`src/rtl/clock_alarm_core.sv`:
```
`default_nettype none
// ============================================================================
// Module   : clock_alarm_core
// Brief    : BCD HH:MM:SS timekeeper with 1 Hz prescaler, validated load port,
//            multi-channel alarms with ring/snooze/auto-stop FSM, 12/24 h view.
// Revision : 1.0 - initial release
// ============================================================================
module clock_alarm_core #(
    parameter int CLK_FREQ   = 12000000,
    parameter int ALARM_NUM  = 2,
    parameter int RING_SEC   = 60,
    parameter int SNOOZE_MIN = 5
) (
    input  logic                 sys_clk,
    input  logic                 sys_rst_n,
    input  logic                 set_valid,
    input  logic [3:0]           set_sel,
    input  logic [7:0]           set_hour,
    input  logic [7:0]           set_minute,
    input  logic [7:0]           set_second,
    input  logic [ALARM_NUM-1:0] alarm_en,
    input  logic                 snooze,
    input  logic                 dismiss,
    input  logic                 hour12_mode,
    output logic [7:0]           Hour,
    output logic [7:0]           Minute,
    output logic [7:0]           Second,
    output logic [7:0]           disp_hour,
    output logic                 pm,
    output logic                 tick_1hz,
    output logic                 set_ack,
    output logic                 set_err,
    output logic                 ring,
    output logic [2:0]           ring_id
);

    localparam int          PW         = $clog2(CLK_FREQ);
    localparam logic [PW-1:0] PRESC_MAX = PW'(CLK_FREQ - 1);
    localparam int          SNZ_TICKS  = SNOOZE_MIN * 60;
    localparam int          SW         = $clog2(SNZ_TICKS + 1);

    typedef enum logic [1:0] {
        S_IDLE   = 2'd0,
        S_RING   = 2'd1,
        S_SNOOZE = 2'd2
    } state_t;

    logic [PW-1:0]        r_presc;
    logic [7:0]           r_hour, r_min, r_sec;
    logic                 r_tick, r_ack, r_err;
    state_t               r_state;
    logic [7:0]           r_ring_cnt;
    logic [SW-1:0]        r_snz_cnt;
    logic [2:0]           r_ring_id;
    logic                 r_ring;

    logic                 w_hour_ok, w_min_ok, w_sec_ok, w_sel_time, w_sel_ok, w_set_ok;
    logic                 w_load_time, w_load_alarm, w_tick_due;
    logic [8:0]           w_sec_inc, w_min_inc;
    logic [7:0]           w_hour_inc;
    logic [ALARM_NUM-1:0] w_match;
    logic                 w_hit;
    logic [2:0]           w_hit_id;
    logic [7:0]           w_en8;
    logic                 w_id_en;
    logic [7:0]           w_disp;
    logic                 w_pm;

    // Returns {carry, next} for a BCD 00..59 field.
    function automatic logic [8:0] inc60(input logic [7:0] v);
        if (v[3:0] == 4'd9) begin
            if (v[7:4] == 4'd5) return {1'b1, 8'h00};
            else                return {1'b0, v[7:4] + 4'd1, 4'h0};
        end
        return {1'b0, v[7:4], v[3:0] + 4'd1};
    endfunction

    function automatic logic [7:0] inc_hour(input logic [7:0] v);
        if (v == 8'h23)        return 8'h00;
        if (v[3:0] == 4'd9)    return {v[7:4] + 4'd1, 4'h0};
        return {v[7:4], v[3:0] + 4'd1};
    endfunction

    assign w_hour_ok    = (set_hour[3:0] <= 4'd9) && (set_hour <= 8'h23);
    assign w_min_ok     = (set_minute[3:0] <= 4'd9) && (set_minute <= 8'h59);
    assign w_sec_ok     = (set_second[3:0] <= 4'd9) && (set_second <= 8'h59);
    assign w_sel_time   = (set_sel == 4'd0);
    assign w_sel_ok     = (set_sel <= 4'(ALARM_NUM));
    // Seconds only matter for a time load, so an alarm load ignores that field.
    assign w_set_ok     = w_hour_ok && w_min_ok && w_sel_ok && (!w_sel_time || w_sec_ok);
    assign w_load_time  = set_valid && w_set_ok && w_sel_time;
    assign w_load_alarm = set_valid && w_set_ok && !w_sel_time;
    assign w_tick_due   = (r_presc == PRESC_MAX);

    assign w_sec_inc  = inc60(r_sec);
    assign w_min_inc  = inc60(r_min);
    assign w_hour_inc = inc_hour(r_hour);

    always_ff @(posedge sys_clk or negedge sys_rst_n) begin
        if (!sys_rst_n) begin
            r_presc <= '0;
            r_hour  <= 8'h00;
            r_min   <= 8'h00;
            r_sec   <= 8'h00;
            r_tick  <= 1'b0;
            r_ack   <= 1'b0;
            r_err   <= 1'b0;
        end else begin
            r_tick <= 1'b0;
            r_ack  <= set_valid && w_set_ok;
            r_err  <= set_valid && !w_set_ok;
            if (w_load_time) begin
                r_hour  <= set_hour;
                r_min   <= set_minute;
                r_sec   <= set_second;
                r_presc <= '0;
            end else if (w_tick_due) begin
                r_presc <= '0;
                r_tick  <= 1'b1;
                r_sec   <= w_sec_inc[7:0];
                if (w_sec_inc[8]) begin
                    r_min <= w_min_inc[7:0];
                    if (w_min_inc[8]) r_hour <= w_hour_inc;
                end
            end else begin
                r_presc <= r_presc + 1'b1;
            end
        end
    end

    generate
        for (genvar gi = 0; gi < ALARM_NUM; gi++) begin : g_alarm
            logic [7:0] r_al_hour, r_al_min;
            always_ff @(posedge sys_clk or negedge sys_rst_n) begin
                if (!sys_rst_n) begin
                    r_al_hour <= 8'h00;
                    r_al_min  <= 8'h00;
                end else if (w_load_alarm && (set_sel == 4'(gi + 1))) begin
                    r_al_hour <= set_hour;
                    r_al_min  <= set_minute;
                end
            end
            assign w_match[gi] = alarm_en[gi] && (r_al_hour == r_hour) && (r_al_min == r_min);
        end
    endgenerate

    // Descending scan so the lowest matching channel is the last one written.
    always_comb begin
        w_hit_id = 3'd0;
        for (int i = ALARM_NUM - 1; i >= 0; i--) begin
            if (w_match[i]) w_hit_id = 3'(i);
        end
    end

    assign w_hit   = r_tick && (r_sec == 8'h00) && (|w_match);
    assign w_en8   = 8'(alarm_en);
    assign w_id_en = w_en8[r_ring_id];

    always_ff @(posedge sys_clk or negedge sys_rst_n) begin
        if (!sys_rst_n) begin
            r_state    <= S_IDLE;
            r_ring     <= 1'b0;
            r_ring_id  <= 3'd0;
            r_ring_cnt <= 8'd0;
            r_snz_cnt  <= '0;
        end else begin
            case (r_state)
                S_IDLE: begin
                    if (w_hit) begin
                        r_state    <= S_RING;
                        r_ring     <= 1'b1;
                        r_ring_id  <= w_hit_id;
                        r_ring_cnt <= 8'd0;
                    end
                end
                S_RING: begin
                    if (!w_id_en || dismiss) begin
                        r_state <= S_IDLE;
                        r_ring  <= 1'b0;
                    end else if (snooze) begin
                        r_state   <= S_SNOOZE;
                        r_ring    <= 1'b0;
                        r_snz_cnt <= SW'(SNZ_TICKS);
                    end else if (r_tick) begin
                        if (r_ring_cnt == 8'(RING_SEC - 1)) begin
                            r_state <= S_IDLE;
                            r_ring  <= 1'b0;
                        end else begin
                            r_ring_cnt <= r_ring_cnt + 8'd1;
                        end
                    end
                end
                S_SNOOZE: begin
                    if (!w_id_en || dismiss) begin
                        r_state <= S_IDLE;
                        r_ring  <= 1'b0;
                    end else if (r_tick) begin
                        if (r_snz_cnt == SW'(1)) begin
                            r_state    <= S_RING;
                            r_ring     <= 1'b1;
                            r_ring_cnt <= 8'd0;
                        end else begin
                            r_snz_cnt <= r_snz_cnt - SW'(1);
                        end
                    end
                end
                default: begin
                    r_state <= S_IDLE;
                    r_ring  <= 1'b0;
                end
            endcase
        end
    end

    // 20..23 cannot be shifted down by 0x12 without a BCD borrow, hence the split.
    always_comb begin
        w_disp = r_hour;
        w_pm   = 1'b0;
        if (hour12_mode) begin
            if (r_hour == 8'h00) begin
                w_disp = 8'h12;
            end else if (r_hour == 8'h12) begin
                w_pm = 1'b1;
            end else if (r_hour > 8'h12) begin
                w_pm = 1'b1;
                if (r_hour[7:4] == 4'd1)      w_disp = r_hour - 8'h12;
                else if (r_hour[3:0] < 4'd2)  w_disp = {4'h0, r_hour[3:0] + 4'd8};
                else                          w_disp = {4'h1, r_hour[3:0] - 4'd2};
            end
        end
    end

    assign Hour      = r_hour;
    assign Minute    = r_min;
    assign Second    = r_sec;
    assign disp_hour = w_disp;
    assign pm        = w_pm;
    assign tick_1hz  = r_tick;
    assign set_ack   = r_ack;
    assign set_err   = r_err;
    assign ring      = r_ring;
    assign ring_id   = r_ring_id;

endmodule
`default_nettype wire

```
`config.mk`:
```
export PLATFORM = sky130hd
export DESIGN_NAME = clock_alarm_core
export DESIGN_NICKNAME = d
export VERILOG_FILES = /design/src/rtl/clock_alarm_core.sv
export SDC_FILE = /design/constraint.sdc
export NUM_CORES = 1
export LEC_CHECK = 0
export BUFFER_PORTS_ARGS = -buffer_cell sky130_fd_sc_hd__buf_4
export CORE_ASPECT_RATIO = 0.8
export CORE_MARGIN = 2
export CORE_UTILIZATION = 42
export DETAILED_ROUTE_END_ITERATION = 6
export PLACE_DENSITY = 0.67
export SLEW_MARGIN = 20
export SYNTH_ARGS = -nofsm -noshare
export SYNTH_HDL_FRONTEND = slang
export SYNTH_SLANG_ARGS = --single-unit
```
`constraint.sdc`:
```
create_clock -name sys_clk -period 5.1 [get_ports sys_clk]
set_clock_uncertainty 0.05 [all_clocks]
set_input_delay 0 -clock sys_clk [delete_from_list [all_inputs] [get_ports sys_clk]]
set_output_delay 0 -clock sys_clk [all_outputs]
set_load 0.05 [all_outputs]
```
==> impl_metrics.toml, run 1 <==
[floorplanning]
die_area_sq_um = 15400
die_x_um = 138
core_region_area_sq_um = 14200
start_util_pct = 42.8
die_h_um = 112
io_pins = 76
placementRows = 39

[placement]
placedCellCount = 885
place_congestion = 0.904
dpl_cell_area_sq_um = 6760
portBuffers = 73
dp_hpwl_um = 11400

[cells_and_area]
layout_commonest_cell = "dfrtp_1"
ff_latch_area_sq_um = 2600
fill_cells = 1286
drive_gt1_share_pct = 17.5
syn_to_final_growth_pct = 20.5
multiInputGateArea_sq_um = 3270
final_cells = 927
nets = 793
final_util_pct = 51.5
final_cell_mix = "dfrtp_1, nor2_1, buf_4"
diodes = 0
final_area_sq_um = 7320

[clocking]
cts.path.max_buffers = 2
cts_tree = "yes"
cts_max_level = 3
cts.clk_slew.worst_paths_ns = 0.07
numCtsBuffers = 9
clk_latency_ns = 0.36
cts-root-buf = "clkbuf_16"
postCtsResizedCells = 0
clock_sinks = 104

[sta]
tns_ns = 0
max_freq_ghz = 0.331
finalHoldViolations = 0
period_needed_ns = 3.02
rsz0062_at_grt = "no"
setup_violations = 0
period_share_pct = 59.3
report.final.slew_viol_count = 0
worst_pin_slew_ns = 0.937
relSlewSlack_pct = 37.5

[setup_path]
crit_fanout = 16
arrival_ns = 3.21
reg2reg_setup_slack_ns = 2.55
cp-start-kind = "input pin"
worstPathRequired_ns = 5.29
end_kind = "flip-flop"
worstSetupPathType = "input pin to flip-flop"

[hold_path]
hp-class = "input pin to flip-flop"

[yosys]
synth_edf_count = 0
ys_warn_count = 0
avgSynthCellArea_sq_um = 9.31
netlist_area_sq_um = 6070
synth_cell_types = 63
ys_ff_latch = 104
synth_seq_area_share_pct = 42.9
synth_top_flop_cell = "dfrtp_1"
synthArstFlopShare_pct = 100
syn_inst = 652

[power_and_ir_drop]
p_leak_nw = 3.26
vdd_drop_max_mv = 0.178
p_per_area_nw_per_um2 = 248

[run_status]
outcome = "finished clean"

[job]
drv_cap = 0

[route]
drc = 0
vias_per_cell = 5.59
routed_wl_um = 15900
drt_iter0_drc = 348
drt-pass1-iter-count = 5
postRouteAntennaNets = 0
wire_per_inst_um = 17.2
vias = 5182

[global_routing]
overflow = 0
grt_pass1_wl_um = 26200
track_usage_pct = 21.0
grt_max_degree = 58
grt_pass1_vias = 5015
antenna_found_initial = 0
-- registers in the layout, indices dropped and copies added, names as in the netlist --
signal	flops
Hour	8
Minute	8
Second	8
g_alarm.r_al_hour	16
g_alarm.r_al_min	16
r_presc	24
r_ring_cnt	8
r_snz_cnt	9
r_state	2
ring	1
ring_id	1
set_ack	1
set_err	1
tick_1hz	1
-- final cells by class --
class	count	area share [%]
Tap cell	184	3.15
Clock buffer	9	3.08
Sequential cell	104	35.6
Timing Repair Buffer	102	11.4
Clock inverter	7	1.06
Inverter	23	1.18
Multi-Input combinational cell	498	44.6
-- kinds of logic (layout without fill, tap and decap cells) --
logic type,Yosys count,in the layout,share of synthesized area [%]
and+or+nand+nor,292,292,25.5
DFF,104,104,42.9
AOI/OAI and AO/OA,92,92,9.60
xor gates and xnor gates,65,65,9.38
buffers and inverters,51,141,3.50
muxes,28,28,5.15
adders and majority gates,19,19,3.92
other,1,2,0.0618
-- cells in the mapped netlist (2+ instances only) --
| master | count | share of area, % |
|---|---|---|
| nand4b_1 | 4 | 0.58 |
| buf_4 | 4 | 0.49 |
| nor4b_1 | 4 | 0.58 |
| ha_1 | 19 | 3.9 |
| nand3b_1 | 7 | 0.87 |
| nor4_1 | 10 | 1.0 |
| and2_1 | 11 | 1.1 |
| or3_1 | 13 | 1.3 |
| a21oi_1 | 24 | 2.0 |
| inv_1 | 23 | 1.4 |
| o31ai_1 | 2 | 0.25 |
| buf_2 | 5 | 0.41 |
| a22oi_1 | 2 | 0.25 |
| and3b_1 | 3 | 0.43 |
| xnor2_1 | 44 | 6.3 |
| and4_1 | 4 | 0.58 |
| a211o_1 | 5 | 0.72 |
| o22ai_1 | 2 | 0.21 |
| mux2_2 | 26 | 4.8 |
| or4b_1 | 2 | 0.33 |
| o32a_1 | 2 | 0.33 |
| nand3_1 | 27 | 2.2 |
| o22a_1 | 2 | 0.29 |
| xor2_1 | 21 | 3.0 |
| o21ai_0 | 24 | 2.0 |
| nand2b_1 | 3 | 0.31 |
| nor3b_1 | 2 | 0.25 |
| nor2b_1 | 4 | 0.41 |
| mux2i_1 | 2 | 0.33 |
| and3_1 | 16 | 1.6 |
| dfrtp_1 | 104 | 43 |
| nor3_1 | 14 | 1.2 |
| or2_2 | 2 | 0.21 |
| nand4_1 | 18 | 1.9 |
| clkbuf_1 | 19 | 1.2 |
| nand2_1 | 52 | 3.2 |
| nand4bb_1 | 3 | 0.56 |
| a31oi_1 | 15 | 1.5 |
| or4_1 | 5 | 0.62 |
| nor2_1 | 80 | 4.9 |
-- metal layers --
metal / vias to the layer above / global-route usage, % / wire (um)
li1: 2475 / - / -
met1: 2549 / 29.0 / 7380
met2: 147 / 33.9 / 7410
met3: 11 / 5.76 / 1040
met4: 0 / 3.47 / 108
met5: - / 0 / 0
-- stage by stage --
stage	hold WS (ns)	worst slack, ns	total power, W
after floorplan	-0.346	1.81	0.00102
after global placement	0.00925	2.69	0.00109
after detailed placement	0.0133	2.61	0.00110
after CTS	0.0362	2.18	0.00184
after global routing	0.0645	1.96	0.00190
final	0.0480	2.08	0.00182
-- critical path: stages --
cell and delay (ns):
dlygate4sd3_1 0.55, buf_4 0.17, o31a_1 0.34, nor3_1 0.22, dlygate4sd3_1 0.60, nand2_1 0.06
nor2_1 0.13, nand3b_1 0.61, mux2_2 0.53
-- power by group --
group / internal, W / switching (W)
registers: 0.000863 / 0.0000494
logic: 0.0000843 / 0.000105
clock network: 0.000386 / 0.000328
-- final timing paths --
check | endpoint | start | cells after the start
hold / removal | r_snz_cnt[3] | snooze | 3
min in group asynchronous | r_presc[21] | sys_rst_n | 2
setup reg to reg | r_snz_cnt[7] | r_state[1] | 6
setup / recovery | g_alarm[0].r_al_hour[0] | set_hour[3] | 9
max in group asynchronous | Second[0] | sys_rst_n | 3
hold reg to reg | r_presc[0] | r_presc[0] | 1
-- what timing repair did --
item | in CTS | in global routing
setup buffers | 0 | 0
hold buffers | 26 | 0
endpoints found under the hold margin | 98 | 0
No activity file was read; power rests on OpenSTA's default activity.
==> run 2, diff against run 1 <==
==> constraint.sdc (replaced) <==
create_clock -name sys_clk -period 3.1 [get_ports sys_clk]
set_clock_uncertainty 0.05 [all_clocks]
set_input_delay 0 -clock sys_clk [delete_from_list [all_inputs] [get_ports sys_clk]]
set_output_delay 0 -clock sys_clk [all_outputs]
set_load 0.05 [all_outputs]
==> impl_metrics.toml, run 2 (synthesis results as in run 1) <==
[route]
vias_per_cell = 5.57
drt_iter0_drc = 294
routed_wl_um = 15800
vias = 5193
wire_per_inst_um = 16.9
drc = 0
postRouteAntennaNets = 0
drt-pass1-iter-count = 5

[global_routing]
grt_max_degree = 54
track_usage_pct = 21.1
grt_pass1_vias = 5319
overflow = 0
grt_pass1_wl_um = 26700
antenna_found_initial = 0

[power_and_ir_drop]
p_per_area_nw_per_um2 = 410
p_leak_nw = 3.28
vdd_drop_max_mv = 0.273

[placement]
placedCellCount = 889
place_congestion = 0.927
dp_hpwl_um = 11500
portBuffers = 73
pre_cts_ws_ns = 0.557

[job]
drv_cap = 0

[floorplanning]
die_area_sq_um = 15400
die_x_um = 138
core_region_area_sq_um = 14200
die_h_um = 112
placementRows = 39
start_util_pct = 42.8
io_pins = 76

[setup_path]
end_kind = "flip-flop"
worstSetupPathType = "input pin to flip-flop"
cp_top_family = "simple AND/OR/NAND/NOR gates"
crit_fanout = 22
cp-start-kind = "input pin"
arrival_ns = 2.77
path_cells = "dlygate4sd3_1 > buf_4 > o31a_1 > nor3_1 > nand3_1 > or4_1 > nand2_1 > nor2_1"
critPathMaxStageDelay_ns = 0.62
path_buf_inv = 2
worstPathRequired_ns = 3.24
critPathSlowestCell = "nand2_1"
reg2reg_setup_slack_ns = 0.49

[clocking]
cts.path.max_buffers = 2
cts-root-buf = "clkbuf_16"
numCtsBuffers = 9
postCtsResizedCells = 0
clock_sinks = 104
cts_tree = "yes"
cts.clk_slew.worst_paths_ns = 0.07
cts_max_level = 3
clk_latency_ns = 0.35

[sta]
period_needed_ns = 2.63
max_freq_ghz = 0.380
period_share_pct = 84.9
relSlewSlack_pct = 40.8
setup_violations = 0
worst_pin_slew_ns = 0.888
tns_ns = 0
fin_hold_ws_ns = 0.0494
setup_ws_ns = 0.470
rsz0062_at_grt = "no"
finalHoldViolations = 0
report.final.slew_viol_count = 0

[cells_and_area]
final_cells = 932
drive_gt1_share_pct = 18.2
largest_register = "r_presc"
final_util_pct = 52.0
syn_to_final_growth_pct = 21.5
top_regs = "r_presc: 24 flops, g_alarm.r_al_hour: 16 flops, g_alarm.r_al_min: 16 flops"
largest_reg_flops = 24
diodes = 0
nets = 798
final_cell_mix = "dfrtp_1, buf_4, nor2_1"
fill_cells = 1291
layout_commonest_cell = "dfrtp_1"

[hold_path]
hp-class = "input pin to flip-flop"

[run_status]
outcome = "finished clean"
run 2: cell types whose count changed in the layout (fill, tap and decap cells not counted), sizes merged:
| cell | previous run | this run |
|---|---|---|
| clkinvlp | 0 | 1 |
| clkinv | 4 | 3 |
| buf | 76 | 81 |
run 2: metrics by stage:
stage / power [W] / cell area, sq um
after global placement: 0.00180 / 6790
after floorplan: 0.00168 / 6080
final: 0.00303 / 7380
after detailed placement: 0.00182 / 6790
after global routing: 0.00315 / 7380
after CTS: 0.00305 / 7370
run 2: worst min-delay path: stages:
cell	delay [ns]
buf_4	0.12
nand4_1	0.21
nand2_1	0.07
run 2: what timing repair did:
item | 4_1_cts | 5_1_grt
endpoints found under the setup margin | 0 | 16
hold buffers | 26 | 0
setup buffers | 0 | 1
endpoints found under the hold margin | 102 | 0
run 2: power breakdown:
part | switching [W] | internal (W)
combinational | 0.000178 | 0.000140
clock | 0.000561 | 0.000646
sequential | 0.0000807 | 0.00142
run 2: layout make-up:
| class | count | area [sq um] | share of cell area, % |
|---|---|---|---|
| Tap cell | 184 | 230 | 3.12 |
| Multi-Input combinational cell | 498 | 3270 | 44.4 |
| Inverter | 23 | 86.3 | 1.17 |
| Sequential cell | 104 | 2600 | 35.3 |
| Clock buffer | 9 | 225 | 3.05 |
| Timing Repair Buffer | 107 | 868 | 11.8 |
| Clock inverter | 7 | 91.3 | 1.24 |
run 2: routing by layer:
| metal | share of wire [%] | GRT usage (%) | vias up |
|---|---|---|---|
| met2 | 47 | 34.7 | 124 |
| li1 | - | - | 2488 |
| met3 | 5.2 | 4.65 | 19 |
| met4 | 1.4 | 5.37 | 0 |
| met1 | 46 | 28.6 | 2562 |
| met5 | 0 | 0 | - |
run 2: path summary, 6_finish.rpt:
kind	depth (start not counted)	end	from
max reg2reg	8	Hour[7]	Second[5]
min reg2reg	1	r_presc[0]	r_presc[0]
min in group asynchronous	2	r_snz_cnt[2]	sys_rst_n
min	3	r_state[1]	snooze
max in group asynchronous	3	Minute[4]	sys_rst_n
max	8	r_presc[18]	set_hour[3]
